### src/rtl/elevator_call_scheduler.sv
// rtl/elevator_call_scheduler.sv - call latch, pending register and SCAN direction FSM
// CALL_SCHED_DEBOUNCE_EN: per-floor debounce counters instead of a single-sample edge detector
module elevator_call_scheduler #(
  parameter int DEBOUNCE_CYCLES = 4,
  parameter int DWELL_CYCLES    = 3
) (
  input  logic       clk,
  input  logic       rst_n,
  input  logic [3:0] call_in,
  input  logic [1:0] position,
  output logic [3:0] req,
  output logic [3:0] pending,
  output logic       dir_up,
  output logic       moving,
  output logic       door_open
);

  typedef enum logic [1:0] {IDLE, UP, DOWN, DWELL} state_t;

  localparam logic [3:0] DW_LOAD = 4'(DWELL_CYCLES - 1);

  if (DEBOUNCE_CYCLES < 1 || DEBOUNCE_CYCLES > 15) begin : g_bad_debounce
    $error("DEBOUNCE_CYCLES must be within 1..15");
  end
  if (DWELL_CYCLES < 1 || DWELL_CYCLES > 15) begin : g_bad_dwell
    $error("DWELL_CYCLES must be within 1..15");
  end

  state_t     state, state_nxt;
  logic [1:0] target, target_nxt;
  logic       dir_up_nxt;
  logic [3:0] dwell_cnt, dwell_nxt;
  logic [3:0] set_vec, clr_vec;

`ifdef CALL_SCHED_DEBOUNCE_EN
  localparam logic [3:0] DB_MAX = 4'(DEBOUNCE_CYCLES);
  logic [3:0][3:0] db_cnt;

  // Counters saturate, so a held button fires set exactly once.
  always_ff @(posedge clk or negedge rst_n) begin
    if (!rst_n) begin
      db_cnt <= '0;
    end else begin
      for (int i = 0; i < 4; i++) begin
        if (!call_in[i])
          db_cnt[i] <= '0;
        else if (db_cnt[i] != DB_MAX)
          db_cnt[i] <= db_cnt[i] + 4'd1;
      end
    end
  end

  always_comb begin
    set_vec = '0;
    for (int i = 0; i < 4; i++)
      set_vec[i] = call_in[i] && (db_cnt[i] == DB_MAX - 4'd1);
  end
`else
  logic [3:0] call_q;

  always_ff @(posedge clk or negedge rst_n) begin
    if (!rst_n)
      call_q <= '0;
    else
      call_q <= call_in;
  end

  assign set_vec = call_in & ~call_q;
`endif

  // Returns {found, floor}: nearest pending floor strictly above pos.
  function automatic logic [2:0] find_above(input logic [3:0] p, input logic [1:0] pos);
    logic [2:0] r;
    r = '0;
    for (int i = 3; i >= 0; i--)
      if (p[i] && i > int'(pos))
        r = {1'b1, 2'(i)};
    return r;
  endfunction

  // Returns {found, floor}: nearest pending floor strictly below pos.
  function automatic logic [2:0] find_below(input logic [3:0] p, input logic [1:0] pos);
    logic [2:0] r;
    r = '0;
    for (int i = 0; i < 4; i++)
      if (p[i] && i < int'(pos))
        r = {1'b1, 2'(i)};
    return r;
  endfunction

  logic [2:0] above, below;
  logic       up_ok, dn_ok;
  logic [1:0] up_idx, dn_idx;

  assign above  = find_above(pending, position);
  assign below  = find_below(pending, position);
  assign up_ok  = above[2];
  assign up_idx = above[1:0];
  assign dn_ok  = below[2];
  assign dn_idx = below[1:0];

  always_comb begin
    state_nxt  = state;
    target_nxt = target;
    dir_up_nxt = dir_up;
    dwell_nxt  = dwell_cnt;
    clr_vec    = '0;
    case (state)
      IDLE: begin
        if (pending[position]) begin
          state_nxt         = DWELL;
          clr_vec[position] = 1'b1;
          dwell_nxt         = DW_LOAD;
        end else if (up_ok && (!dn_ok || (up_idx - position) <= (position - dn_idx))) begin
          state_nxt  = UP;
          target_nxt = up_idx;
          dir_up_nxt = 1'b1;
        end else if (dn_ok) begin
          state_nxt  = DOWN;
          target_nxt = dn_idx;
          dir_up_nxt = 1'b0;
        end
      end
      UP, DOWN: begin
        if (position == target) begin
          state_nxt       = DWELL;
          clr_vec[target] = 1'b1;
          dwell_nxt       = DW_LOAD;
        end else if (state == UP && up_ok) begin
          target_nxt = up_idx;
        end else if (state == DOWN && dn_ok) begin
          target_nxt = dn_idx;
        end
      end
      DWELL: begin
        // Calls for the floor the car is standing at are absorbed into this dwell.
        clr_vec[position] = 1'b1;
        if (dwell_cnt != 4'd0) begin
          dwell_nxt = dwell_cnt - 4'd1;
        end else if (dir_up ? up_ok : dn_ok) begin
          state_nxt  = dir_up ? UP : DOWN;
          target_nxt = dir_up ? up_idx : dn_idx;
        end else if (dir_up ? dn_ok : up_ok) begin
          state_nxt  = dir_up ? DOWN : UP;
          target_nxt = dir_up ? dn_idx : up_idx;
          dir_up_nxt = ~dir_up;
        end else begin
          state_nxt = IDLE;
        end
      end
      default: state_nxt = IDLE;
    endcase
  end

  always_ff @(posedge clk or negedge rst_n) begin
    if (!rst_n) begin
      state     <= IDLE;
      target    <= '0;
      dir_up    <= 1'b0;
      dwell_cnt <= '0;
      pending   <= '0;
    end else begin
      state     <= state_nxt;
      target    <= target_nxt;
      dir_up    <= dir_up_nxt;
      dwell_cnt <= dwell_nxt;
      pending   <= (pending | set_vec) & ~clr_vec;
    end
  end

  assign moving    = (state == UP) || (state == DOWN);
  assign door_open = (state == DWELL);
  assign req       = moving ? (4'b0001 << target) : 4'b0000;

endmodule
### config.mk
export PLATFORM = sky130hd
export DESIGN_NAME = elevator_call_scheduler
export DESIGN_NICKNAME = d
export VERILOG_FILES = /design/src/rtl/elevator_call_scheduler.sv
export SDC_FILE = /design/constraint.sdc
export NUM_CORES = 1
export LEC_CHECK = 0
export ABC_AREA = 1
export CORE_ASPECT_RATIO = 0.7
export CORE_UTILIZATION = 25
export DETAILED_ROUTE_END_ITERATION = 16
export HOLD_SLACK_MARGIN = 0.05
export PLACE_DENSITY_LB_ADDON = 0.15
export SLEW_MARGIN = 15
export SYNTH_ARGS = -nofsm -noshare
export SYNTH_HDL_FRONTEND = slang
export SYNTH_SLANG_ARGS = --single-unit
### constraint.sdc
create_clock -name clk -period 2 [get_ports clk]
set_input_delay 0.4 -clock clk [delete_from_list [all_inputs] [get_ports clk]]
set_output_delay 0.4 -clock clk [all_outputs]
set_load 0.02 [all_outputs]
==> summary.md, run 1 <==
| Metric | Value |
|---|---|
| Final period util | 1.03 |
| Yosys Warn Count | 0 |
| Clk_skew | 0.00641 ns |
| Max Cap Viol | 0 |
| Share of the synthesized area in the top cell type | 0.286 |
| Diodes inserted | 0 |
| Worst R2R Start | pending[2]$_DFF_PN0_ |
| CP Max Fanout | 5 |
| Initial Util | 0.260 |
| First-pass GRT wire length | 7.74 mm |
| Mapped Area | 1490 µm² |
| Met2 layer wire length in the routed design | 1.88 mm |
| Dpl ws | -0.760 ns |
| Sequential cell area | 429 µm² |
| CP Data Required Time | 2.19 ns |
| Startpoint Class | register |
| Min Clock Period, post-route | 2.06 ns |
| Switching part of the total | 0.485 |
| IO buf count | 18 |
| Internal | 2040 µW |
| Num CTS Buffers | 3 |
| Max-slew headroom | 0.800 |
| CTS tree | built |
| Clock Latency Late Sink | 0.26 ns |
| Total congestion overflow | 0 |
| Layout Utilization | 0.416 |
| Cell types occupying the most area after synthesis | dfrtp_1, nand2_1, inv_1 |
| Ratio of cells with drive above 1 in the final layout | 0.387 |
| Syn Nets | 241 |
| Initial antenna violation count | 0 |
| Cell with the most instances after synthesis | nand2_1 |
| Peak VDD IR | 0.561 mV |
| Cell leakage power | 0.00123 µW |
| Met3 routed WL | 194 µm |
| Max Transition Viols Final | 0 |
| Post-synth EDFFs | 0 |
| Min-delay worst type | input port to async pin |
| Vias | 1676 |
| Cell Pwr Density | 1660 nW/µm² |
| CTS sink cnt | 17 |
| Layout area overhead | 60.4% |
| Multi-input gate area | 1070 µm² |
| Unrepaired setup endpoints after global routing | yes |
| Worst Tran Pin Value | 0.300 ns |
| Flop2flop setup slack | -0.06 ns |
| CP max stage cell | dfrtp_2 |
| Final hold violations | 0 |
| Placer Congestion | 0.825 |
| Cell Rows | 23 |
| Cell variety after synth | 29 |
| Flop pwr share | 0.156 |
| DRC Markers | 0 |
| DIE AREA | 6260 µm² |
| Layout Nets | 319 |
| Die W | 94.2 µm |
| Fmax | 486 MHz |
| Critical path class | register to register |
| Met1 wire length | 2.59 mm |
| NetSw | 1910 µW |
| Synthesis-stage register bit count | 17 |
| Vias in the first global route | 1582 |
| Clock Power Share | 0.069 |
| Fillers | 614 |
| Logic pwr share | 0.775 |
| Drt wl/cell | 12.4 µm |
| Post-DP HPWL | 3.70 mm |
| CP max stage delay | 0.42 ns |
| Top post-synthesis cells by count | nand2_1, inv_1, nand3_1, dfrtp_1, nor2_1 |
| Starting DRT DRC Count | 70 |
| CTS clk-pin slew, worst paths | 0.07 ns |
| Post-DRT Antenna Nets | 0 |
| Ys flop type | dfrtp_1 |
| Number of I/O pins | 19 |
| Seq/Total Area, Yosys | 0.286 |
| DRT Pass-1 Iters | 4 |
| Post-Synthesis Cells | 225 |
| CTS max path bufs | 2 |
| Worst endpoint data arrival time | 2.25 ns |
| Vias per inst | 4.45 |
| Violated checks | negative setup slack |
| Clk root buf | clkbuf_8 |
| Placeable Area | 5730 µm² |
| Final worst-path setup slack | -0.0566 ns |
| Worst Setup SP | pending[2]$_DFF_PN0_ |
| Final setup violation count | 4 |
| Critical-path cell list | nand3_4 > nand2_4 > inv_4 > ha_4 > xor2_1 > ha_1 > nand2_1 > a21boi_2 > nand2_2 > nand2_4 > nand2_2 > a21oi_2 > nor2_1 > a21oi_1 |
| Routed WL | 4.69 mm |
| Async set-reset flop share out of synthesis | 1.00 |
| H-tree Lvls | 1 |
| Largest net degree at the start of global routing | 18 |
| Synthesized area per cell | 6.61 µm² |
| Worst Setup End Kind | register |
| Post-synth top area cell | dfrtp_1 |
| DR top layer | met4 |
| Tot GR Track Use | 0.163 |
| Die H | 66.5 µm |
| Status | finished, violations left |
## cells in the final DEF, fill, tap and decap left out, drive strengths merged
cell           netlist  final
o31ai                1      1
clkdlybuf4s50        0     10
o22ai                2      2
xor2                 2      2
a22oi                1      1
clkinv               0      1
nand4                3      3
o21ai               17     17
xnor2                3      3
a31oi                1      1
nand2               70     70
o211ai               2      2
inv                 32     32
nand3               25     25
clkbuf               3      5
nor3                 3      3
or2                  1      1
dlygate4sd2          0      2
nor2                19     19
buf                  2     64
a21oi               12     12
ha                   8      8
dfrtp               17     17
a21boi               1      1
## what timing repair did
| action | CTS | global route |
|---|---|---|
| buffers inserted | 9 | 2 |
| hold buffers | 0 | 0 |
| resized for setup | 35 | 17 |
| endpoints found under the setup margin | 11 | 9 |
| pin swaps | 20 | 12 |
## per-layer routing
metal	GRT usage	up-vias
li1	-	885
met1	0.246	753
met2	0.238	34
met3	0.0342	4
met4	0.0231	0
met5	0	-
## registers in the layout, indices dropped and copies added (netlist names)
signal / cells
pending: 4
call_q: 4
dir_up: 1
target: 2
state: 2
dwell_cnt: 4
## power by group through the flow
| stage | clock (µW) | combinational [µW] | sequential, µW |
|---|---|---|---|
| 3_5_place_dp | 0 | 2810 | 612 |
| 6_report | 271 | 3060 | 617 |
| 5_1_grt | 300 | 3390 | 639 |
| 3_3_place_gp | 0 | 2830 | 615 |
| 4_1_cts | 281 | 2960 | 614 |
| 2_1_floorplan | 0 | 1570 | 649 |
## path summary, 6_finish.rpt
kind / end / cells past startpoint
min: dir_up$_DFFE_PN0P_ / 2
max: target[0]$_DFFE_PN0P_ / 14
min in group clk: pending[2]$_DFF_PN0_ / 3
max in group asynchronous: pending[3]$_DFF_PN0_ / 2
min reg2reg: pending[2]$_DFF_PN0_ / 3
max reg2reg: target[0]$_DFFE_PN0P_ / 14
## worst max-delay path: cells and delay by family, from the launching register on
family | cells | cell delay, ns
simple gates | 7 | 0.56
compound gates | 3 | 0.39
buf+inv | 1 | 0.04
flops | 1 | 0.42
fa+ha+maj | 2 | 0.44
xor+xnor | 1 | 0.13
## final cells by class
class	instances	share of cell area
Clock inverter	1	0.00210
Timing Repair Buffer	78	0.261
Multi-Input combinational cell	171	0.447
Sequential cell	17	0.180
Inverter	32	0.0535
Tap cell	75	0.0393
Clock buffer	3	0.0173
## cells by family (layout without fill, tap and decap cells)
group | count (synthesis) | count (layout) | share of synthesized area
compound gates | 37 | 37 | 0.139
flops | 17 | 17 | 0.286
simple gates | 121 | 121 | 0.375
buf+inv | 37 | 114 | 0.104
xor+xnor | 5 | 5 | 0.0295
fa+ha+maj | 8 | 8 | 0.0673
## through the flow
step	hold WS (ns)	setup TNS (ns)	area, µm²	total power, µW	cells
after detailed placement	0.526	-4.81	2190	3430	362
after global placement	0.526	-4.80	2190	3440	362
after floorplan	0.104	-0.247	1590	2220	225
after global routing	0.501	-0.691	2380	4330	377
final	0.462	-0.143	2380	3950	377
after CTS	0.473	-0.244	2350	3860	375
No activity file was read; power rests on OpenSTA's default activity.
==> run 2: changes to the inputs <==
--- a/config.mk
+++ b/config.mk
@@ -9,6 +9,7 @@
 export CORE_ASPECT_RATIO = 0.7
 export CORE_UTILIZATION = 25
 export DETAILED_ROUTE_END_ITERATION = 16
+export GPL_ROUTABILITY_DRIVEN = 1
 export HOLD_SLACK_MARGIN = 0.05
 export PLACE_DENSITY_LB_ADDON = 0.15
 export SLEW_MARGIN = 15
==> results of run 2 <==
No change in the layout: final DEF, timing and power equal those of run 1.
